## config.mk

```make
export PLATFORM = sky130hd
export DESIGN_NAME = shift_rot_pipe
export DESIGN_NICKNAME = d
export VERILOG_FILES = /design/src/rtl/shift_rot_pkg.sv /design/src/rtl/shift_rot_stage.sv /design/src/rtl/shift_rot_pipe.sv
export SDC_FILE = /design/constraint.sdc
export NUM_CORES = 1
export LEC_CHECK = 0
export CAP_MARGIN = 20
export CORE_ASPECT_RATIO = 0.8
export CORE_MARGIN = 3
export CORE_UTILIZATION = 53
export DETAILED_ROUTE_END_ITERATION = 8
export MAX_ROUTING_LAYER = met4
export PLACE_DENSITY = 0.79
export SLEW_MARGIN = 5
export SYNTH_ARGS = -nofsm -noshare
export SYNTH_HDL_FRONTEND = slang
export SYNTH_SLANG_ARGS = --single-unit
```

## constraint.sdc

```tcl
create_clock -name clk -period 1.57 [get_ports clk]
set_input_delay 0.314 -clock clk [delete_from_list [all_inputs] [get_ports clk]]
set_output_delay 0.314 -clock clk [all_outputs]
set_load 0.005 [all_outputs]
```

## src/rtl/shift_rot_pkg.sv

```systemverilog
// Shared operation encoding and helpers for the pipelined shifter/rotator.
package shift_rot_pkg;

   typedef enum logic [2:0] {
      OP_SLL = 3'b000,
      OP_SRL = 3'b001,
      OP_SRA = 3'b010,
      OP_ROL = 3'b011,
      OP_ROR = 3'b100
   } shift_op_t;

   function automatic logic is_right(input logic [2:0] op);
      return (op == OP_SRL) || (op == OP_SRA) || (op == OP_ROR);
   endfunction

endpackage

```

## src/rtl/shift_rot_stage.sv

```systemverilog
// One shift/rotate step by SHAMT (a power of two) followed by a valid/ready register.
// Carry tracking is present only when SHIFT_ROT_PIPE_CARRY_EN is defined.
module shift_rot_stage
   import shift_rot_pkg::*;
#(
   parameter int N     = 16,
   parameter int SHAMT = 1,
   parameter int C     = $clog2(N)
) (
   input  logic         clk,
   input  logic         rst_n,
   input  logic         ld,
   input  logic         in_valid,
   input  logic [N-1:0] in_data,
   input  logic [C-1:0] in_cnt,
   input  logic [2:0]   in_op,
`ifdef SHIFT_ROT_PIPE_CARRY_EN
   input  logic         in_carry,
   output logic         carry_q,
`endif
   output logic         v_q,
   output logic [N-1:0] data_q,
   output logic [C-1:0] cnt_q,
   output logic [2:0]   op_q
);

   localparam int K = $clog2(SHAMT);

   logic                shift_en;
   logic signed [N-1:0] sx;
   logic [N-1:0]        data_d;

   // Reserved ops fall through the default arm, behaving like cnt = 0.
   always_comb begin
      sx       = in_data;
      data_d   = in_data;
      shift_en = 1'b0;
      if (in_cnt[K]) begin
         shift_en = 1'b1;
         case (in_op)
            OP_SLL:  data_d = in_data << SHAMT;
            OP_SRL:  data_d = in_data >> SHAMT;
            OP_SRA:  data_d = sx >>> SHAMT;
            OP_ROL:  data_d = (in_data << SHAMT) | (in_data >> (N - SHAMT));
            OP_ROR:  data_d = (in_data >> SHAMT) | (in_data << (N - SHAMT));
            default: shift_en = 1'b0;
         endcase
      end
   end

`ifdef SHIFT_ROT_PIPE_CARRY_EN
   logic carry_d;

   always_comb begin
      carry_d = in_carry;
      if (shift_en) carry_d = is_right(in_op) ? in_data[SHAMT-1] : in_data[N-SHAMT];
   end
`endif

   always_ff @(posedge clk or negedge rst_n) begin
      if (!rst_n) begin
         v_q     <= 1'b0;
         data_q  <= '0;
         cnt_q   <= '0;
         op_q    <= '0;
`ifdef SHIFT_ROT_PIPE_CARRY_EN
         carry_q <= 1'b0;
`endif
      end else if (ld) begin
         v_q     <= in_valid;
         data_q  <= data_d;
         cnt_q   <= in_cnt;
         op_q    <= in_op;
`ifdef SHIFT_ROT_PIPE_CARRY_EN
         carry_q <= carry_d;
`endif
      end
   end

endmodule

```

## src/rtl/shift_rot_pipe.sv

```systemverilog
// Pipelined N-bit shifter/rotator: log2(N) registered stages with valid/ready flow control.
// Define SHIFT_ROT_PIPE_CARRY_EN to track the last bit shifted out on out_carry.
module shift_rot_pipe
   import shift_rot_pkg::*;
#(
   parameter int N = 16
) (
   input  logic                 clk,
   input  logic                 rst_n,
   input  logic                 in_valid,
   output logic                 in_ready,
   input  logic [N-1:0]         in_data,
   input  logic [$clog2(N)-1:0] in_cnt,
   input  logic [2:0]           in_op,
   output logic                 out_valid,
   input  logic                 out_ready,
   output logic [N-1:0]         out_data,
   output logic                 out_carry
);

   localparam int C = $clog2(N);

   // Index 0 is the input port; index k+1 is the register of stage k.
   logic [C:0]   v;
   logic [N-1:0] d   [C+1];
   logic [C-1:0] cnt [C+1];
   logic [2:0]   op  [C+1];
   logic [C-1:0] rdy;

   assign v[0]   = in_valid;
   assign d[0]   = in_data;
   assign cnt[0] = in_cnt;
   assign op[0]  = in_op;

`ifdef SHIFT_ROT_PIPE_CARRY_EN
   logic [C:0] cy;
   assign cy[0]     = 1'b0;
   assign out_carry = cy[C];
`else
   assign out_carry = 1'b0;
`endif

   genvar k;
   generate
      for (k = 0; k < C; k++) begin : g_stage
         // Closed form of the ready chain: a stage may load unless it and everything after it is full and stalled.
         assign rdy[k] = out_ready | ~(&v[C:k+1]);

         shift_rot_stage #(
            .N     (N),
            .SHAMT (1 << k),
            .C     (C)
         ) u_stage (
            .clk      (clk),
            .rst_n    (rst_n),
            .ld       (rdy[k]),
            .in_valid (v[k]),
            .in_data  (d[k]),
            .in_cnt   (cnt[k]),
            .in_op    (op[k]),
`ifdef SHIFT_ROT_PIPE_CARRY_EN
            .in_carry (cy[k]),
            .carry_q  (cy[k+1]),
`endif
            .v_q      (v[k+1]),
            .data_q   (d[k+1]),
            .cnt_q    (cnt[k+1]),
            .op_q     (op[k+1])
         );
      end
   endgenerate

   assign in_ready  = rdy[0];
   assign out_valid = v[C];
   assign out_data  = d[C];

   logic unused_tail;
   assign unused_tail = ^{cnt[C], op[C]};

endmodule

```

======== Word level (Yosys, flattened, before mapping) ========
Cells that the tools add are included.
cells by class
  reductions and logical operators ........ 8
  multiplexer cells ....................... 8
  equal/unequal tests ..................... 16
  bitwise logic cells ..................... 15
operators by type and width
  kind                number
  $pmux 16 s5         3
  $mux 16             4
  $pmux 16 s4         1
  $eq 3x2->1 const B  8
  $or 12x16->16       1
  $or 14x16->16       1
  $or 15x16->16       1
  $or 16x1->16        1
  $or 16x2->16        1
  $or 16x4->16        1
  $or 16x8->16        1
  $eq 3x1->1 const B  4
  $eq 3x3->1 const B  4
  $logic_not 3->1     4
  $not 1->1           4
  $or 1x1->1          4
  $reduce_and 4->1    1
  $reduce_and 3->1    1
  $reduce_and 2->1    1
  $reduce_or 2->1     1
storage, ports and cells
  input port bits ......................... 27
  word-level logic and storage cells ...... 61
  output and inout bits ................... 19
  bits in registers ....................... 89

======== Depth between registers and ports, before layout ========
Gate-level depths: netlist of run 1.
  word-level depth ........................ 4
  gate-level depth with buffers ........... 8
  mapped depth without buffers ............ 4

======== Cells and area by module ========
Synthesis of run 1 repeated with hierarchy kept, for this count alone.
second synthesis, totals
  cells, all modules ...................... 581
  area total of the unflattened synthesis .. 5965.7 sq um
by module, submodules not included
  module                                 area each (sq um)  times used  cells an instance  sequential area each (sq um)
  shift_rot_stage at g_stage[1].u_stage  1567.8             1           155                600.6
  shift_rot_stage at g_stage[0].u_stage  1541.5             1           148                600.6
  shift_rot_stage at g_stage[2].u_stage  1530.2             1           157                600.6
  shift_rot_stage at g_stage[3].u_stage  1282.5             1           114                600.6
  shift_rot_pipe                         43.8               1           7                  0.0

======== Least setup slack after synthesis of run 1 ========
Ideal clock, no wire load.
  kind .................................... register to output
  from .................................... register g_stage[3].u_stage.v_q
  to ...................................... output in_ready
  required time ........................... 1.256 ns
  buffers on the path ..................... 4
  stages on the path, launching flop included .. 8
  arrival time ............................ 1.286 ns
  setup slack ............................. -0.030 ns
  cells stage by stage .................... dfrtp_1 and3b_1 buf_6 and3_4 buf_6 buf_6 buf_6 inv_1
between the ends
  longest elaborated chain between the ends .. 3
RTL lines
  element                   line                   source
  start: declaration        shift_rot_stage.sv:21  output logic v_q,
  start signal: assignment  shift_rot_stage.sv:70  v_q <= in_valid;
  $reduce_and 4->1          shift_rot_pipe.sv:47   assign rdy[k] = out_ready | ~(&v[C:k+1]);
  $not 1->1                 shift_rot_pipe.sv:47
  $or 1x1->1                shift_rot_pipe.sv:47
  end: declaration          shift_rot_pipe.sv:11   output logic in_ready,
No other way between the ends.

======== Worst setup path after layout of run 1 ========
Ends and elaborated chain as after synthesis.

==> parameters.txt, run 1 <==
Parameter                              Value

Routing
  Starting DRC count in detailed routing ... 573
  Routed via count ... 5064
  Initial DRT Pass Iterations ... 6
  Drt total wl ... 14700 um
  Per-cell via count in the routed design ... a little over 6
  Remaining number of nets flagged by the antenna check after routing ... 0
  DRC Markers ... 0
  Post-detailed-route wirelength per cell ... 17.8 um

Min path
  Path category of the worst min-delay check ... primary input to asynchronous set/reset pin

Floorplanning
  Core Box Area ... between 9000 and 10000 um2
  Num ports ... 46
  Die Width ... 118 um
  Total Die Area ... ~11000 um2
  Initial core utilization ... between 50 and 60%
  # rows ... 32
  Overall die height ... 95.6 um

Pwr
  Leakage power of the design ... 2.88 nW
  Pwr per Cell Area ... 1340 nW/um2
  Maximum vdd ir drop ... between 0.6 and 0.7 mV

Setup path
  Maximum fanout count along the critical path ... 2
  Crit Path Class ... register to output pin
  Startpoint kind of the worst setup timing path ... register
  CP Capture Type ... output pin
  Worst path required time ... ~1300 ps
  Endpoint arrival time on the critical path ... about 1300 ps

Global routing
  Total congestion overflow ... 0
  Met1 Resource Use GR ... a little under two fifths
  M3 GR Usage ... 5.93%
  Number of antenna violations at the first check in global routing ... 0
  Largest net degree at the start of global routing ... 84
  Global-route layer with the greatest usage ... met2
  Total routing usage reported by global routing ... roughly a quarter
  Wire length of the first global-routing pass ... approximately 23000 um
  Number of global-route vias before repair ... 4616
  Global routing usage on met2 ... between 30% and 40%

Job
  Number of violations of the max-capacitance limit ... 0

Clock network
  H-tree depth reported by CTS ... 3
  CTS Buffer Depth ... 2
  Cell at the root of the clock tree ... clkbuf_16
  Clk pin slew, worst setup/hold paths ... around 60 ps
  Sinks on Clock Net ... 83
  CTS tree ... done
  TritonCTS buffer count ... 9
  Later-pin clock latency in the skew report ... 340 ps

Logic synthesis
  Distinct cell type count after synthesis ... between 50 and 60
  Synth async-reset ratio ... 100%
  Sequential element share of the synthesized area ... between 30% and 40%
  Number of flip-flops and latches in the synthesized netlist ... 83
  Post-synthesis cell area ... between 5000 and 6000 um2
  Syn_nets ... 646
  Synthesized instance count ... 619
  Top flip-flop cell by instance count after synthesis ... dfrtp_1
  YS warnings ... 0
  Number of flops mapped to enable cells by yosys ... 0
  Average instance area after synthesis ... 8.58 um2

Placement
  Placed instance count ... approximately 810
  Detailed placer's ending HPWL ... 10500 um
  Count of buffers inserted at the top-level ports ... between 40 and 50
  Global placement routability congestion ... 0.972

Layout
  Layout cells sized above 1 ... 21.9%
  Layout overhead on the synthesized area ... 26.0%
  Layout Nets ... 713
  Fill cell count ... 760
  Utilization after layout ... 69.1%
  Post-Layout Cell Count ... 827
  Antenna diode count ... 0

Timing
  Final Hold Fails ... 8
  Worst-case setup margin in the final layout ... -14.2 ps
  Unrepaired setup endpoints after global routing ... true
  # setup viols final ... 1
  Worst Hold Slack ... -3.56 ps
  Max frequency ... 631 MHz
  Number of slew-limit violations in the final report ... 0
  Min Clock Period, post-route ... 1580 ps
  Worst setup skew after layout ... between 9 and 10 ps
  Final worst path period share ... 101%

Status
  Status ... finished, violations left
  Violations in the final reports ... negative hold slack, negative setup slack
[layout by cell type (no fill, tap or decap), drive strengths merged, types with 3 or more instances in the layout]
cell type,count
a21oi,4
a221oi,8
a22o,5
a31oi,4
a32o,7
and2,6
and3,25
and3b,3
buf,81
clkbuf,10
clkdlybuf4s50,39
clkinv,4
dfrtp,83
inv,3
maj3,6
mux2,12
mux2i,11
nand2,136
nand2b,5
nand3,5
nor2,56
nor2b,8
nor3b,6
o2111ai,4
o21a,16
o21ai,53
o221ai,14
o22a,4
o22ai,19
o2bb2ai,4
o31ai,13
or2,7
xnor2,4
[repair_timing]
action / 4_1_cts / 5_1_grt
resized for setup: 13 / 35
pin swaps: 7 / 4
setup buffers: 1 / 3
cloned: 0 / 0
hold buffers: 0 / 0
setup endpoints to repair: 51 / 62
[stage by stage]
| step | setup TNS (ps) | power (mW) | worst slack (ps) | instance area (um2) |
|---|---|---|---|---|
| 6_report | -14.2 | 8.98 | -14.2 | 6690 |
| 5_1_grt | -435 | 9.49 | -99.4 | 6690 |
| 4_1_cts | -26.8 | 8.77 | -26.8 | 6500 |
| 3_5_place_dp | -23880 | 6.51 | -455 | 6170 |
| 3_3_place_gp | -21440 | 6.39 | -441 | 6170 |
| 2_1_floorplan | -2.72 | 5.34 | -2.72 | 5320 |
[layer usage]
| layer | up-vias | part of all wire, % |
|---|---|---|
| li1 | 2327 | - |
| met1 | 2469 | 45 |
| met2 | 237 | 45 |
| met3 | 31 | 8.3 |
| met4 | 0 | 1.7 |
| met5 | - | 0 |
[kinds of logic after synthesis]
family                     Yosys count  synth area share (%)
muxes                               23                  4.97
buffers and inverters               70                  8.19
and+or+nand+nor                    264                  22.4
AOI/OAI and AO/OA                  166                  22.5
xor gates and xnor gates             6                  1.62
DFF                                 83                  39.1
other                                1                0.0706
adders and majority gates            6                  1.13
[power breakdown]
group / internal [mW] / switching, mW
sequential: 2.74 / 0.759
combinational: 1.76 / 1.51
clock: 1.38 / 0.831
total: 5.88 / 3.10
[registers in the layout, summed over array words and instances, names as in the netlist]
name                    cells
g_stage.u_stage.op_q        9
g_stage.u_stage.cnt_q       6
g_stage.u_stage.data_q     64
g_stage.u_stage.v_q         4
[cell type report]
cell class	instances	area, um2	area share [%]
clock buffers	10	229	3.42
clock inverters	6	80.1	1.20
inverters	3	11.3	0.168
multi-input cells	466	2950	44.0
flip-flops and latches	83	2080	31.1
well taps	136	170	2.54
repair buffers	123	1180	17.6
[synth_stat cells, types with 3 or more instances]
master / number / area [um2]
nand2_1: 136 / 510
dfrtp_1: 83 / 2080
nor2_1: 56 / 210
o21ai_0: 42 / 210
and3_1: 24 / 150
buf_2: 21 / 105
buf_4: 21 / 158
o22ai_1: 19 / 119
o21a_1: 16 / 120
clkbuf_1: 15 / 56.3
o221ai_1: 14 / 123
mux2i_1: 11 / 110
o21ai_1: 11 / 55.1
o31ai_1: 11 / 82.6
buf_6: 9 / 101
a221oi_1: 8 / 70.1
nor2b_1: 8 / 50.1
a32o_1: 7 / 70.1
mux2_2: 7 / 78.8
and2_1: 6 / 37.5
maj3_1: 6 / 60.1
nor3b_1: 6 / 45.0
a22o_1: 5 / 43.8
mux2_4: 5 / 75.1
nand2b_1: 5 / 31.3
nand3_1: 5 / 25.0
a31oi_1: 4 / 25.0
o2111ai_1: 4 / 35.0
o22a_1: 4 / 35.0
o2bb2ai_1: 4 / 35.0
or2_2: 4 / 25.0
a21oi_1: 3 / 15.0
and3b_1: 3 / 26.3
inv_1: 3 / 11.3
[worst max-delay path: stages, from the launching register on]
cell	delay (ps)
dfrtp_1	340
and3b_2	210
and3_4	230
inv_2	40
buf_6	100
[path summary, 6_finish.rpt]
check                                            start                             to  slack (ps)  cells after the start
worst min-delay path                             rst_n  g_stage[3].u_stage.data_q[15]          -4                      2
worst max register to register  g_stage[3].u_stage.v_q   g_stage[0].u_stage.data_q[6]          10                      6
worst max-delay path            g_stage[3].u_stage.v_q                       in_ready         -10                      4
worst min register to register  g_stage[0].u_stage.v_q         g_stage[1].u_stage.v_q         480                      1
min in group clk                              in_op[1]     g_stage[0].u_stage.op_q[1]         440                      3
max in group asynchronous                        rst_n     g_stage[1].u_stage.op_q[0]        1200                      2
(Power assumes the default switching activity.)
==> run 2: changes to the inputs <==
--- a/config.mk
+++ b/config.mk
@@ -8,11 +8,12 @@
 export CAP_MARGIN = 20
 export CORE_ASPECT_RATIO = 0.8
 export CORE_MARGIN = 3
-export CORE_UTILIZATION = 53
+export CORE_UTILIZATION = 54
 export DETAILED_ROUTE_END_ITERATION = 8
 export MAX_ROUTING_LAYER = met4
-export PLACE_DENSITY = 0.79
+export PLACE_DENSITY = 0.8
 export SLEW_MARGIN = 5
 export SYNTH_ARGS = -nofsm -noshare
 export SYNTH_HDL_FRONTEND = slang
+export SYNTH_HIERARCHICAL = 1
 export SYNTH_SLANG_ARGS = --single-unit
==> run 2 against run 1 <==
Net effect:
- the flow finishes with violations (negative setup slack)
- worst hold slack improved by 470 ps
- setup slack improved by 7.9 ps
- wire length increased by 8.1%
- non-clock buffer count decreased by 1
- critical endpoint is now g_stage[2].u_stage/data_q[4]
==> parameters.txt, run 2 <==
Parameter                              Value

Routing
  Routed via count ... 5034 (-0.59%)
  Initial DRT Pass Iterations ... 5 (-1)
  Top Metal Used ... met4
  Post-detailed-route wirelength per cell ... 20.5 um (+15%)
  Drt total wl ... 15900 um (+8.1%)
  Starting DRC count in detailed routing ... 547 (-4.5%)
  Met2 WL post-DR ... 7200 um (+8.8%)
  Met3 WL ... 1360 um (+12%)
  Remaining number of nets flagged by the antenna check after routing ... 0 (unchanged)
  Met1 Wirelength ... 7090 um (+7.2%)
  DRC Markers ... 0 (unchanged)
  Per-cell via count in the routed design ... 6.50 (+6.1%)

Pwr
  Pwr per Cell Area ... 1280 nW/um2 (-4.8%)
  Maximum vdd ir drop ... 0.830 mV (+33%)
  Leakage power of the design ... 2.86 nW (-0.55%)

Timing
  Worst-case setup margin in the final layout ... -6.36 ps (+7.88 ps)
  Max frequency ... 634 MHz (+0.50%)
  Final Hold Fails ... 0 (-8)
  Min Clock Period, post-route ... 1580 ps (-7.88 ps)
  Worst setup skew after layout ... 5.81 ps (-3.57 ps)
  Number of slew-limit violations in the final report ... 0 (unchanged)
  Worst Hold Slack ... 463 ps (+466 ps)
  Final worst path period share ... 100% (-0.50 points)
  Unrepaired setup endpoints after global routing ... true
  # setup viols final ... 1 (unchanged)

Global routing
  Number of global-route vias before repair ... 4761 (+3.1%)
  Total routing usage reported by global routing ... 27.9% (+1.3 points)
  Number of antenna violations at the first check in global routing ... 0 (unchanged)
  Total congestion overflow ... 0 (unchanged)
  Wire length of the first global-routing pass ... 24600 um (+5.4%)
  Largest net degree at the start of global routing ... 40 (-52%)

Placement
  Detailed placer's ending HPWL ... 10700 um (+1.1%)
  Global placement routability congestion ... 0.894 (-8.0%)
  Cell area after placement ... 6370 um2 (+3.1%)
  Count of buffers inserted at the top-level ports ... 44 (unchanged)

Floorplanning
  Num ports ... 46 (unchanged)
  Die Width ... 119 um (+0.72%)
  # rows ... 32 (unchanged)
  Overall die height ... 96.2 um (+0.71%)
  Total Die Area ... 11400 um2 (+1.4%)
  Initial core utilization ... 56.3% (+1.4 points)
  Core Box Area ... 9770 um2 (+0.83%)

Setup path
  Endpoint arrival time on the critical path ... 1790 ps (+520 ps)
  Maximum fanout count along the critical path ... 6 (+4)
  Worst path required time ... 1790 ps (+530 ps)
  CP Capture Type ... register
  Slowest library cell on the worst path ... dfrtp_2
  Crit Path Class ... register to register
  Category of cells accounting for the largest share of critical-path delay ... flip-flops
  List of cells traversed by the critical path ... xor2_1, buf_4, mux2_2, o221ai_2, nand2_1
  Combined buffer and inverter count along the critical path ... 1 (-1)
  Longest individual stage delay on the worst path ... 490 ps (+150 ps)
  Startpoint kind of the worst setup timing path ... register

Logic synthesis
  YS warnings ... 6 (+6)
  Post-synthesis cell area ... 5500 um2 (+3.4%)
  Syn_nets ... 581 (-10%)
  Average instance area after synthesis ... 9.92 um2 (+16%)
  Synthesized instance count ... 554 (-11%)

Clock network
  Later-pin clock latency in the skew report ... 340 ps (about the same)
  Clk pin slew, worst setup/hold paths ... 60 ps (about the same)
  CTS tree ... done
  Cell at the root of the clock tree ... clkbuf_16
  CTS Buffer Depth ... 2 (unchanged)
  Sinks on Clock Net ... 83 (unchanged)
  H-tree depth reported by CTS ... 3 (unchanged)
  TritonCTS buffer count ... 9 (unchanged)

Layout
  Area of all placed cells without fillers ... 7100 um2 (+6.0%)
  Layout Nets ... 661 (-7.3%)
  Utilization after layout ... 72.6% (+3.5 points)
  Max reg flops ... 64 (unchanged)
  Most frequent standard cell in the layout excluding fill and tap cells ... dfrtp_1
  Leading registers by flop count ... g_stage.u_stage/data_q x64, g_stage.u_stage/op_q x9, g_stage.u_stage/cnt_q x6
  Commonest cells after routing, fill and taps aside ... dfrtp_1, buf_4, nor2b_1, a21oi_1, nand2_1
  Layout cells sized above 1 ... 33.1% (+11 points)
  Layout overhead on the synthesized area ... 29.1%
  Register with the highest flop count ... g_stage.u_stage/data_q

Status
  Status ... finished, violations left
  Violations in the final reports ... negative setup slack

Job
  Number of violations of the max-capacitance limit ... 0 (unchanged)

Min path
  Path category of the worst min-delay check ... primary input to asynchronous set/reset pin
-- run 2: per-layer routing --
| metal | track usage, % | vias to the layer above |
|---|---|---|
| met1 | 39.0 | 2483 |
| met4 | 7.33 | 0 |
| li1 | - | 2240 |
| met2 | 41.3 | 268 |
| met3 | 6.17 | 43 |
| met5 | - | - |
-- run 2: area by class of cell --
| type | instances | area (um2) |
|---|---|---|
| sequential | 83 | 2080 |
| inverter | 7 | 26.3 |
| multi-input combinational | 411 | 3340 |
| tap | 136 | 170 |
| clock inverter | 6 | 57.6 |
| fill | 700 | 2670 |
| antenna | 1 | 2.50 |
| timing repair buffer | 122 | 1190 |
| clock buffer | 9 | 225 |
-- run 2: worst paths after layout --
| check | cells past startpoint | end | slack, ps | startpoint |
|---|---|---|---|---|
| worst min-delay path | 2 | g_stage[1].u_stage/data_q[1] | 460 | rst_n |
| worst max register to register | 5 | g_stage[2].u_stage/data_q[4] | -6 | g_stage[1].u_stage/op_q[1] |
| worst min register to register | 1 | g_stage[0].u_stage/cnt_q[3] | 510 | g_stage[0].u_stage/cnt_q[3] |
| worst max-delay path | 5 | g_stage[2].u_stage/data_q[4] | -6 | g_stage[1].u_stage/op_q[1] |
| max in group asynchronous | 3 | g_stage[0].u_stage/data_q[9] | 580 | rst_n |
| min in group clk | 1 | g_stage[0].u_stage/cnt_q[3] | 510 | g_stage[0].u_stage/cnt_q[3] |
-- run 2: report_power, final --
| part | internal [mW] | leakage, nW | switching, mW |
|---|---|---|---|
| Sequential | 2.71 | 0.926 | 0.664 |
| Combinational | 2.08 | 1.79 | 1.55 |
| Clock | 1.21 | 0.141 | 0.841 |
| Total | 6.00 | 2.86 | 3.05 |
-- run 2: through the flow --
step / total power, mW / TNS, ps / instances / worst slack (ps)
after floorplan: 5.19 / 0 / 554 / 1.56
after global placement: 6.44 / -26990 / 744 / -555
after detailed placement: 6.55 / -29730 / 744 / -640
after CTS: 8.75 / -241 / 767 / -59.2
after global routing: 9.49 / -337 / 774 / -47.8
final: 9.06 / -6.36 / 775 / -6.36
-- run 2: repair_timing --
item,4_1_cts,5_1_grt
gates resized for setup,20,48
hold buffers,1,0
setup buffers,4,7
endpoints found under the setup margin,38,64
pin swaps,4,34
cloned,3,1
endpoints found under the hold margin,28,0
==> run 3: changes to the inputs <==
--- a/config.mk
+++ b/config.mk
@@ -8,12 +8,11 @@
 export CAP_MARGIN = 20
 export CORE_ASPECT_RATIO = 0.8
 export CORE_MARGIN = 3
-export CORE_UTILIZATION = 54
+export CORE_UTILIZATION = 53
 export DETAILED_ROUTE_END_ITERATION = 8
 export MAX_ROUTING_LAYER = met4
-export PLACE_DENSITY = 0.8
+export PLACE_DENSITY = 0.79
 export SLEW_MARGIN = 5
 export SYNTH_ARGS = -nofsm -noshare
 export SYNTH_HDL_FRONTEND = slang
-export SYNTH_HIERARCHICAL = 1
 export SYNTH_SLANG_ARGS = --single-unit
==> results of run 3 <==
Same layout as run 1: the final DEF is identical, and so are final timing and power.
